==> config.mk <==
export PLATFORM = sky130hd
export DESIGN_NAME = ex_stage_seq_flat
export DESIGN_NICKNAME = d
export VERILOG_FILES = /design/src/rtl/ex_stage_seq_if.sv /design/src/rtl/ex_stage_seq.sv /design/src/flat_wrapper.sv
export SDC_FILE = /design/constraint.sdc
export NUM_CORES = 1
export LEC_CHECK = 0
export BUFFER_PORTS_ARGS = -buffer_cell sky130_fd_sc_hd__clkbuf_2
export CORE_ASPECT_RATIO = 1.4
export CORE_MARGIN = 2
export CORE_UTILIZATION = 30
export CTS_CLUSTER_SIZE = 30
export DETAILED_ROUTE_END_ITERATION = 8
export MAX_ROUTING_LAYER = met4
export SLEW_MARGIN = 10
export SYNTH_ARGS = -nofsm -noshare
export SYNTH_HDL_FRONTEND = slang
export SYNTH_SLANG_ARGS = --single-unit
==> constraint.sdc <==
create_clock -name clk -period 4.6 [get_ports clk]
set_input_delay 0.46 -clock clk [delete_from_list [all_inputs] [get_ports clk]]
set_output_delay 0.46 -clock clk [all_outputs]
set_load 0.005 [all_outputs]
==> src/rtl/ex_stage_seq_if.sv <==
// Bundle of ID-side, ALU-side and MEM/WB-side signals of the execute-stage sequencer.
// The ovf_trap signal exists only when OVF_TRAP_EN is defined.
interface ex_stage_seq_if #(
  parameter int unsigned W    = 32,
  parameter int unsigned RD_W = 5
);

  // ID side
  logic            flush;
  logic            in_valid;
  logic            in_ready;
  logic [1:0]      in_class;
  logic [5:0]      in_funct;
  logic [W-1:0]    in_a;
  logic [W-1:0]    in_b;
  logic [RD_W-1:0] in_rd;

  // ALU side
  logic [2:0]      alu_operation;
  logic [W-1:0]    alu_a;
  logic [W-1:0]    alu_b;
  logic [W-1:0]    alu_res;
  logic            alu_zero;

  // MEM/WB side
  logic            out_valid;
  logic            out_ready;
  logic [W-1:0]    out_res;
  logic            out_zero;
  logic [RD_W-1:0] out_rd;
  logic            out_wen;
  logic            out_ovf;
  logic            busy;
`ifdef OVF_TRAP_EN
  logic            ovf_trap;
`endif

  // Sequencer view
  modport slave (
    input  flush, in_valid, in_class, in_funct, in_a, in_b, in_rd,
    input  alu_res, alu_zero, out_ready,
`ifdef OVF_TRAP_EN
    output ovf_trap,
`endif
    output in_ready, alu_operation, alu_a, alu_b,
    output out_valid, out_res, out_zero, out_rd, out_wen, out_ovf, busy
  );

  // Environment view (ID, ALU and MEM/WB together)
  modport master (
    output flush, in_valid, in_class, in_funct, in_a, in_b, in_rd,
    output alu_res, alu_zero, out_ready,
`ifdef OVF_TRAP_EN
    input  ovf_trap,
`endif
    input  in_ready, alu_operation, alu_a, alu_b,
    input  out_valid, out_res, out_zero, out_rd, out_wen, out_ovf, busy
  );

endinterface

==> src/rtl/ex_stage_seq.sv <==
// Execute-stage sequencer in front of the 32-bit ALU: accepts a decoded op,
// registers operands and ALU opcode, captures the ALU result with zero flag,
// signed overflow and write enable, and holds it until MEM/WB takes it.
// Optional feature macro: OVF_TRAP_EN (overflowing add/sub suppresses the
// register write and sets a sticky ovf_trap output).
module ex_stage_seq #(
  parameter int unsigned W    = 32,
  parameter int unsigned RD_W = 5
) (
  input logic           clk,
  input logic           rst,
  ex_stage_seq_if.slave bus
);

  localparam logic [1:0] S_IDLE = 2'b00;
  localparam logic [1:0] S_EXEC = 2'b01;
  localparam logic [1:0] S_DONE = 2'b10;

  localparam logic [1:0] CLS_ADD = 2'b00;
  localparam logic [1:0] CLS_SUB = 2'b01;
  localparam logic [1:0] CLS_R   = 2'b10;
  localparam logic [1:0] CLS_LUI = 2'b11;

  localparam logic [2:0] OP_ADD  = 3'b000;
  localparam logic [2:0] OP_SUB  = 3'b001;
  localparam logic [2:0] OP_AND  = 3'b010;
  localparam logic [2:0] OP_OR   = 3'b011;
  localparam logic [2:0] OP_NULL = 3'b100;
  localparam logic [2:0] OP_SRL  = 3'b101;
  localparam logic [2:0] OP_LUI  = 3'b110;
  localparam logic [2:0] OP_SLT  = 3'b111;

  localparam logic [5:0] FN_ADD = 6'b100000;
  localparam logic [5:0] FN_SUB = 6'b100010;
  localparam logic [5:0] FN_AND = 6'b100100;
  localparam logic [5:0] FN_OR  = 6'b100101;
  localparam logic [5:0] FN_SRL = 6'b000010;
  localparam logic [5:0] FN_SLT = 6'b101010;

  logic [1:0]      state_q,     state_d;
  logic [2:0]      alu_op_q,    alu_op_d;
  logic [W-1:0]    alu_a_q,     alu_a_d;
  logic [W-1:0]    alu_b_q,     alu_b_d;
  logic [RD_W-1:0] rd_pend_q,   rd_pend_d;
  logic            wen_pend_q,  wen_pend_d;
  logic            out_valid_q, out_valid_d;
  logic [W-1:0]    out_res_q,   out_res_d;
  logic            out_zero_q,  out_zero_d;
  logic [RD_W-1:0] out_rd_q,    out_rd_d;
  logic            out_wen_q,   out_wen_d;
  logic            out_ovf_q,   out_ovf_d;
  logic            busy_q,      busy_d;
`ifdef OVF_TRAP_EN
  logic            ovf_trap_q,  ovf_trap_d;
`endif

  logic [2:0] dec_op_c;
  logic       dec_legal_c;
  logic       dec_wen_c;
  logic       in_ready_c;
  logic       accept_c;
  logic       ovf_c;

  // Decode class/funct into the ALU opcode; unknown R-type funct maps to null
  always_comb begin
    dec_op_c    = OP_NULL;
    dec_legal_c = 1'b1;
    case (bus.in_class)
      CLS_ADD: dec_op_c = OP_ADD;
      CLS_SUB: dec_op_c = OP_SUB;
      CLS_LUI: dec_op_c = OP_LUI;
      CLS_R: begin
        case (bus.in_funct)
          FN_ADD:  dec_op_c = OP_ADD;
          FN_SUB:  dec_op_c = OP_SUB;
          FN_AND:  dec_op_c = OP_AND;
          FN_OR:   dec_op_c = OP_OR;
          FN_SRL:  dec_op_c = OP_SRL;
          FN_SLT:  dec_op_c = OP_SLT;
          default: begin
            dec_op_c    = OP_NULL;
            dec_legal_c = 1'b0;
          end
        endcase
      end
      default: begin
        dec_op_c    = OP_NULL;
        dec_legal_c = 1'b0;
      end
    endcase
    dec_wen_c = dec_legal_c & (bus.in_class != CLS_SUB);
  end

  // Ready in IDLE, or in DONE when the held result leaves this cycle; never during flush
  always_comb begin
    in_ready_c = 1'b0;
    if (!bus.flush) begin
      case (state_q)
        S_IDLE:  in_ready_c = 1'b1;
        S_DONE:  in_ready_c = bus.out_ready;
        default: in_ready_c = 1'b0;
      endcase
    end
    accept_c = bus.in_valid & in_ready_c;
  end

  // Signed overflow from the latched operand signs and the ALU result sign
  always_comb begin
    ovf_c = 1'b0;
    case (alu_op_q)
      OP_ADD: ovf_c = (alu_a_q[W-1] == alu_b_q[W-1]) && (bus.alu_res[W-1] != alu_a_q[W-1]);
      OP_SUB: ovf_c = (alu_a_q[W-1] != alu_b_q[W-1]) && (bus.alu_res[W-1] != alu_a_q[W-1]);
      default: ovf_c = 1'b0;
    endcase
  end

  // Next-state and register updates: flush wins, then the IDLE/EXEC/DONE flow, then op latch
  always_comb begin
    state_d     = state_q;
    alu_op_d    = alu_op_q;
    alu_a_d     = alu_a_q;
    alu_b_d     = alu_b_q;
    rd_pend_d   = rd_pend_q;
    wen_pend_d  = wen_pend_q;
    out_valid_d = out_valid_q;
    out_res_d   = out_res_q;
    out_zero_d  = out_zero_q;
    out_rd_d    = out_rd_q;
    out_wen_d   = out_wen_q;
    out_ovf_d   = out_ovf_q;
`ifdef OVF_TRAP_EN
    ovf_trap_d  = ovf_trap_q;
`endif

    if (bus.flush) begin
      state_d     = S_IDLE;
      out_valid_d = 1'b0;
      out_wen_d   = 1'b0;
    end else begin
      case (state_q)
        S_IDLE: begin
          if (accept_c) state_d = S_EXEC;
        end
        S_EXEC: begin
          out_valid_d = 1'b1;
          out_res_d   = bus.alu_res;
          out_zero_d  = bus.alu_zero;
          out_rd_d    = rd_pend_q;
          out_ovf_d   = ovf_c;
`ifdef OVF_TRAP_EN
          out_wen_d   = wen_pend_q & ~ovf_c;
          ovf_trap_d  = ovf_trap_q | ovf_c;
`else
          out_wen_d   = wen_pend_q;
`endif
          state_d     = S_DONE;
        end
        S_DONE: begin
          if (bus.out_ready) begin
            out_valid_d = 1'b0;
            state_d     = accept_c ? S_EXEC : S_IDLE;
          end
        end
        default: begin
          state_d     = S_IDLE;
          out_valid_d = 1'b0;
        end
      endcase
    end

    if (accept_c) begin
      alu_op_d   = dec_op_c;
      alu_a_d    = bus.in_a;
      alu_b_d    = bus.in_b;
      rd_pend_d  = bus.in_rd;
      wen_pend_d = dec_wen_c;
    end

    busy_d = (state_d != S_IDLE);
  end

  // State and datapath registers, cleared asynchronously
  always_ff @(posedge clk or posedge rst) begin
    if (rst) begin
      state_q     <= S_IDLE;
      alu_op_q    <= 3'b000;
      alu_a_q     <= '0;
      alu_b_q     <= '0;
      rd_pend_q   <= '0;
      wen_pend_q  <= 1'b0;
      out_valid_q <= 1'b0;
      out_res_q   <= '0;
      out_zero_q  <= 1'b0;
      out_rd_q    <= '0;
      out_wen_q   <= 1'b0;
      out_ovf_q   <= 1'b0;
      busy_q      <= 1'b0;
`ifdef OVF_TRAP_EN
      ovf_trap_q  <= 1'b0;
`endif
    end else begin
      state_q     <= state_d;
      alu_op_q    <= alu_op_d;
      alu_a_q     <= alu_a_d;
      alu_b_q     <= alu_b_d;
      rd_pend_q   <= rd_pend_d;
      wen_pend_q  <= wen_pend_d;
      out_valid_q <= out_valid_d;
      out_res_q   <= out_res_d;
      out_zero_q  <= out_zero_d;
      out_rd_q    <= out_rd_d;
      out_wen_q   <= out_wen_d;
      out_ovf_q   <= out_ovf_d;
      busy_q      <= busy_d;
`ifdef OVF_TRAP_EN
      ovf_trap_q  <= ovf_trap_d;
`endif
    end
  end

  assign bus.in_ready      = in_ready_c;
  assign bus.alu_operation = alu_op_q;
  assign bus.alu_a         = alu_a_q;
  assign bus.alu_b         = alu_b_q;
  assign bus.out_valid     = out_valid_q;
  assign bus.out_res       = out_res_q;
  assign bus.out_zero      = out_zero_q;
  assign bus.out_rd        = out_rd_q;
  assign bus.out_wen       = out_wen_q;
  assign bus.out_ovf       = out_ovf_q;
  assign bus.busy          = busy_q;
`ifdef OVF_TRAP_EN
  assign bus.ovf_trap      = ovf_trap_q;
`endif

endmodule
==> src/flat_wrapper.sv <==
// flat-port wrapper written by rule: the top's interface ports become plain ports
module ex_stage_seq_flat 
#(
  parameter int unsigned W    = 32,
  parameter int unsigned RD_W = 5
)
  (clk, rst, bus_flush, bus_in_valid, bus_in_class, bus_in_funct, bus_in_a, bus_in_b, bus_in_rd, bus_alu_res, bus_alu_zero, bus_out_ready, bus_in_ready, bus_alu_operation, bus_alu_a, bus_alu_b, bus_out_valid, bus_out_res, bus_out_zero, bus_out_rd, bus_out_wen, bus_out_ovf, bus_busy);
  ex_stage_seq_if #(.W(W), .RD_W(RD_W)) bus_i ();
  input logic clk;
  input logic rst;
  input wire logic [$bits(bus_i.flush)-1:0] bus_flush;
  input wire logic [$bits(bus_i.in_valid)-1:0] bus_in_valid;
  input wire logic [$bits(bus_i.in_class)-1:0] bus_in_class;
  input wire logic [$bits(bus_i.in_funct)-1:0] bus_in_funct;
  input wire logic [$bits(bus_i.in_a)-1:0] bus_in_a;
  input wire logic [$bits(bus_i.in_b)-1:0] bus_in_b;
  input wire logic [$bits(bus_i.in_rd)-1:0] bus_in_rd;
  input wire logic [$bits(bus_i.alu_res)-1:0] bus_alu_res;
  input wire logic [$bits(bus_i.alu_zero)-1:0] bus_alu_zero;
  input wire logic [$bits(bus_i.out_ready)-1:0] bus_out_ready;
  output wire logic [$bits(bus_i.in_ready)-1:0] bus_in_ready;
  output wire logic [$bits(bus_i.alu_operation)-1:0] bus_alu_operation;
  output wire logic [$bits(bus_i.alu_a)-1:0] bus_alu_a;
  output wire logic [$bits(bus_i.alu_b)-1:0] bus_alu_b;
  output wire logic [$bits(bus_i.out_valid)-1:0] bus_out_valid;
  output wire logic [$bits(bus_i.out_res)-1:0] bus_out_res;
  output wire logic [$bits(bus_i.out_zero)-1:0] bus_out_zero;
  output wire logic [$bits(bus_i.out_rd)-1:0] bus_out_rd;
  output wire logic [$bits(bus_i.out_wen)-1:0] bus_out_wen;
  output wire logic [$bits(bus_i.out_ovf)-1:0] bus_out_ovf;
  output wire logic [$bits(bus_i.busy)-1:0] bus_busy;
  assign bus_i.flush = bus_flush;
  assign bus_i.in_valid = bus_in_valid;
  assign bus_i.in_class = bus_in_class;
  assign bus_i.in_funct = bus_in_funct;
  assign bus_i.in_a = bus_in_a;
  assign bus_i.in_b = bus_in_b;
  assign bus_i.in_rd = bus_in_rd;
  assign bus_i.alu_res = bus_alu_res;
  assign bus_i.alu_zero = bus_alu_zero;
  assign bus_i.out_ready = bus_out_ready;
  assign bus_in_ready = bus_i.in_ready;
  assign bus_alu_operation = bus_i.alu_operation;
  assign bus_alu_a = bus_i.alu_a;
  assign bus_alu_b = bus_i.alu_b;
  assign bus_out_valid = bus_i.out_valid;
  assign bus_out_res = bus_i.out_res;
  assign bus_out_zero = bus_i.out_zero;
  assign bus_out_rd = bus_i.out_rd;
  assign bus_out_wen = bus_i.out_wen;
  assign bus_out_ovf = bus_i.out_ovf;
  assign bus_busy = bus_i.busy;
  ex_stage_seq #(.W(W), .RD_W(RD_W)) u_core (.clk(clk), .rst(rst), .bus(bus_i));
endmodule
==> impl_metrics.env <==
export IMPL_io_buffers=224
export IMPL_hpwl_um=8655
export IMPL_rsz0062_at_grt="no"
export IMPL_critical_path_required_ps=4930
export IMPL_areaGrowthSynthToFinish_pct=42.31
export IMPL_track_usage=0.1464
export IMPL_grt_pass1_wl_um=17910
export IMPL_wire_per_inst_um=13.56
export IMPL_cts_tree="yes"
export IMPL_yosysSeqAreaShare=0.6371
export IMPL_synth_ff_type="dfrtp_1"
export IMPL_worstSkewPairLatency_ps=390
export IMPL_start_util=0.3066
export IMPL_fin_crit_sh=0.6099
export IMPL_postCtsSetupRepairBufs=0
export IMPL_critPathSlowestCell="or4b_4"
export IMPL_yosysWarnings=0
export IMPL_syn_inst=434
export IMPL_via_per_inst=4.399
export IMPL_clock_skew_ps=6.381
export IMPL_path_common_cell="nand2_1"
export IMPL_reg2reg_slack_ps=1790
export IMPL_hold_violations=0
export IMPL_syn_nets=549
export IMPL_syn_cell_area_um2=4596
export IMPL_cts_buffers=17
export IMPL_antenna_found_initial=0
export IMPL_clock_path_buffers=2
export IMPL_drc_errors=0
export IMPL_final_antenna_net_count=0
export IMPL_max_cap_viol_count=0
export IMPL_fin_util=0.4364
export IMPL_path_cells="nor2b_1 -> or4b_4 -> inv_2 -> buf_4 -> nand2_1 -> nand2_1"
export IMPL_htree_num_levels=4
export IMPL_worstMarginPinSlew_ps=1053
export IMPL_antenna_cells=0
export IMPL_crit_path_end_kind="flip-flop"
export IMPL_run_status="complete, no violations"
export IMPL_endpoint="u_core.bus.alu_b[30]"
export IMPL_cpPeakStageDelay_ps=810
export IMPL_cts_sinks=117
export IMPL_gp_congestion=0.7672
export IMPL_rr_worst_depth=6
export IMPL_die_width_um=108.6
export IMPL_holdBufCountCts=0
export IMPL_setup_viol=0
export IMPL_cp_startpoint="u_core.state_q[1]"
export IMPL_drt_iter0_drc=131
export IMPL_period_needed_ps=2806
export IMPL_r2r_start="u_core.state_q[1]"
export IMPL_wl_um=11730
export IMPL_hp_class="in -> async"
export IMPL_critPathArrivalTime_ps=3140
export IMPL_synth_edff_count=0
export IMPL_grt_overflow=0
export IMPL_leakage_nw=3.609
export IMPL_fin_setup_tns_ps=0
export IMPL_p_per_area_nw_per_um2=517.6
export IMPL_slew_viol_final=0
export IMPL_worst_path_max_fanout=75
export IMPL_reg2reg_to="u_core.bus.alu_b[30]"
export IMPL_root_buffer="clkbuf_16"
export IMPL_slew_headroom=0.2964
export IMPL_drt_first_pass_iters=4
export IMPL_cp_start_kind="flip-flop"
export IMPL_worstSetupPathType="reg -> reg"
export IMPL_total_power_mw=3.385
export IMPL_syn_area_per_cell_um2=10.59
export IMPL_clkTransAtPathRegs_ps=60
export IMPL_drive_gt1_frac=0.4532
export IMPL_die_h_um=150.4
export IMPL_nets=775
export IMPL_first_global_vias=3816
export IMPL_num_vias=3805
export IMPL_ys_seq_elements=117
export IMPL_synthArstFlopShare=1.000
export IMPL_hold_ws_ps=39.72
export IMPL_core_area_um2=14990
export IMPL_num_rows=53
export IMPL_ir_worst_vdd_mv=0.2205
export IMPL_yosysUniqueCellTypes=25
export IMPL_ios=225
export IMPL_cts_resized_gates=0
export IMPL_dieArea_um2=16340
export IMPL_grt_max_degree=76
export IMPL_fmaxAchievable_ghz=0.3564
[critical path: cells and delay by family (launching register included)]
kind                   cells  cell delay (ps)
buffers and inverters      2             1170
AND/OR/NAND/NOR            4             1120
flip-flops                 1              390
[layout make-up]
cell class,instances,area (µm²)
inverter,3,13.76
clock buffer,20,466.7
timing repair buffer,227,1144
fill,1507,8447
multi-input combinational,294,1524
sequential,117,2928
clock inverter,12,224.0
tap,192,240.2
[worst min path at each step]
stage                        startpoint                    to  slack (ps)  cells past startpoint
floorplan           u_core.rd_pend_q[0]   u_core.rd_pend_q[0]         440                      2
detailed placement                  rst  u_core.bus.alu_b[23]         470                      2
CTS                                 rst   u_core.bus.alu_b[5]          40                      2
finish                              rst   u_core.bus.alu_b[5]          40                      2
global placement                    rst  u_core.bus.alu_b[25]         460                      2
global route                        rst   u_core.bus.alu_b[0]          50                      2
[cells in the final DEF, fill, tap and decap left out, drive strengths merged]
cell / count
clkinv: 5
nor2: 6
inv: 3
nand2b: 3
nand3: 3
or2: 2
a31oi: 1
nand2: 213
o211ai: 1
a21oi: 4
nor3: 3
clkbuf: 244
nor4b: 1
xnor2: 1
nand4b: 1
dfrtp: 117
a21o: 3
o21ai: 1
mux2i: 4
buf: 3
bufinv: 6
or4b: 1
nor3b: 3
mux2: 39
nor2b: 4
clkinvlp: 1
[flip-flops by register name (all words and copies together), names as in the netlist]
name,count
u_core.bus.alu_a,32
u_core.bus.alu_b,32
u_core.bus.alu_operation,3
u_core.bus.busy,1
u_core.bus.out_ovf,1
u_core.bus.out_rd,5
u_core.bus.out_res,32
u_core.bus.out_valid,1
u_core.bus.out_wen,1
u_core.bus.out_zero,1
u_core.rd_pend_q,5
u_core.state_q,2
u_core.wen_pend_q,1
[Yosys cell counts (3+ instances only)]
cell	count	share of area
a21o_1	3	0.0049
mux2_2	39	0.096
buf_6	6	0.015
nor3b_1	3	0.0049
nor2_1	6	0.0049
nand2b_1	3	0.0041
nor2b_1	4	0.0054
dfrtp_1	117	0.64
nand2_1	213	0.17
nand3_1	3	0.0033
a21oi_1	4	0.0044
mux2i_1	4	0.0087
nor3_1	3	0.0033
buf_2	13	0.014
[report_power, final]
group	switching, mW	total, mW	leakage, nW	internal (mW)
logic	0.247	0.525	1.83	0.278
registers	0.113	1.34	1.44	1.23
clock network	0.459	1.52	0.336	1.06
total	0.819	3.39	3.61	2.57
[stage by stage]
stage               area [µm²]  instances  worst slack [ps]
finish                    6540        865              1794
global route              6540        865              1520
CTS                       6540        865              1742
detailed placement        5849        833              1622
global placement          5849        833              1715
floorplan                 4596        434              1039
[cell families after synthesis]
kind of cell / synth area share
and+or+nand+nor: 0.2094
DFF: 0.6371
muxes: 0.1043
buffers and inverters: 0.03294
AOI/OAI and AO/OA: 0.01443
xor gates and xnor gates: 0.001906
[routing by layer]
layer | part of all wire | global-route usage | vias up | routed length, µm
met1 | 0.39 | 0.1569 | 1808 | 4612
met2 | 0.53 | 0.2500 | 142 | 6225
met4 | 0.026 | 0.07115 | 0 | 308
li1 | - | - | 1827 | -
met3 | 0.050 | 0.03723 | 28 | 582
met5 | 0 | - | - | 0
No activity file was read; power rests on OpenSTA's default activity.
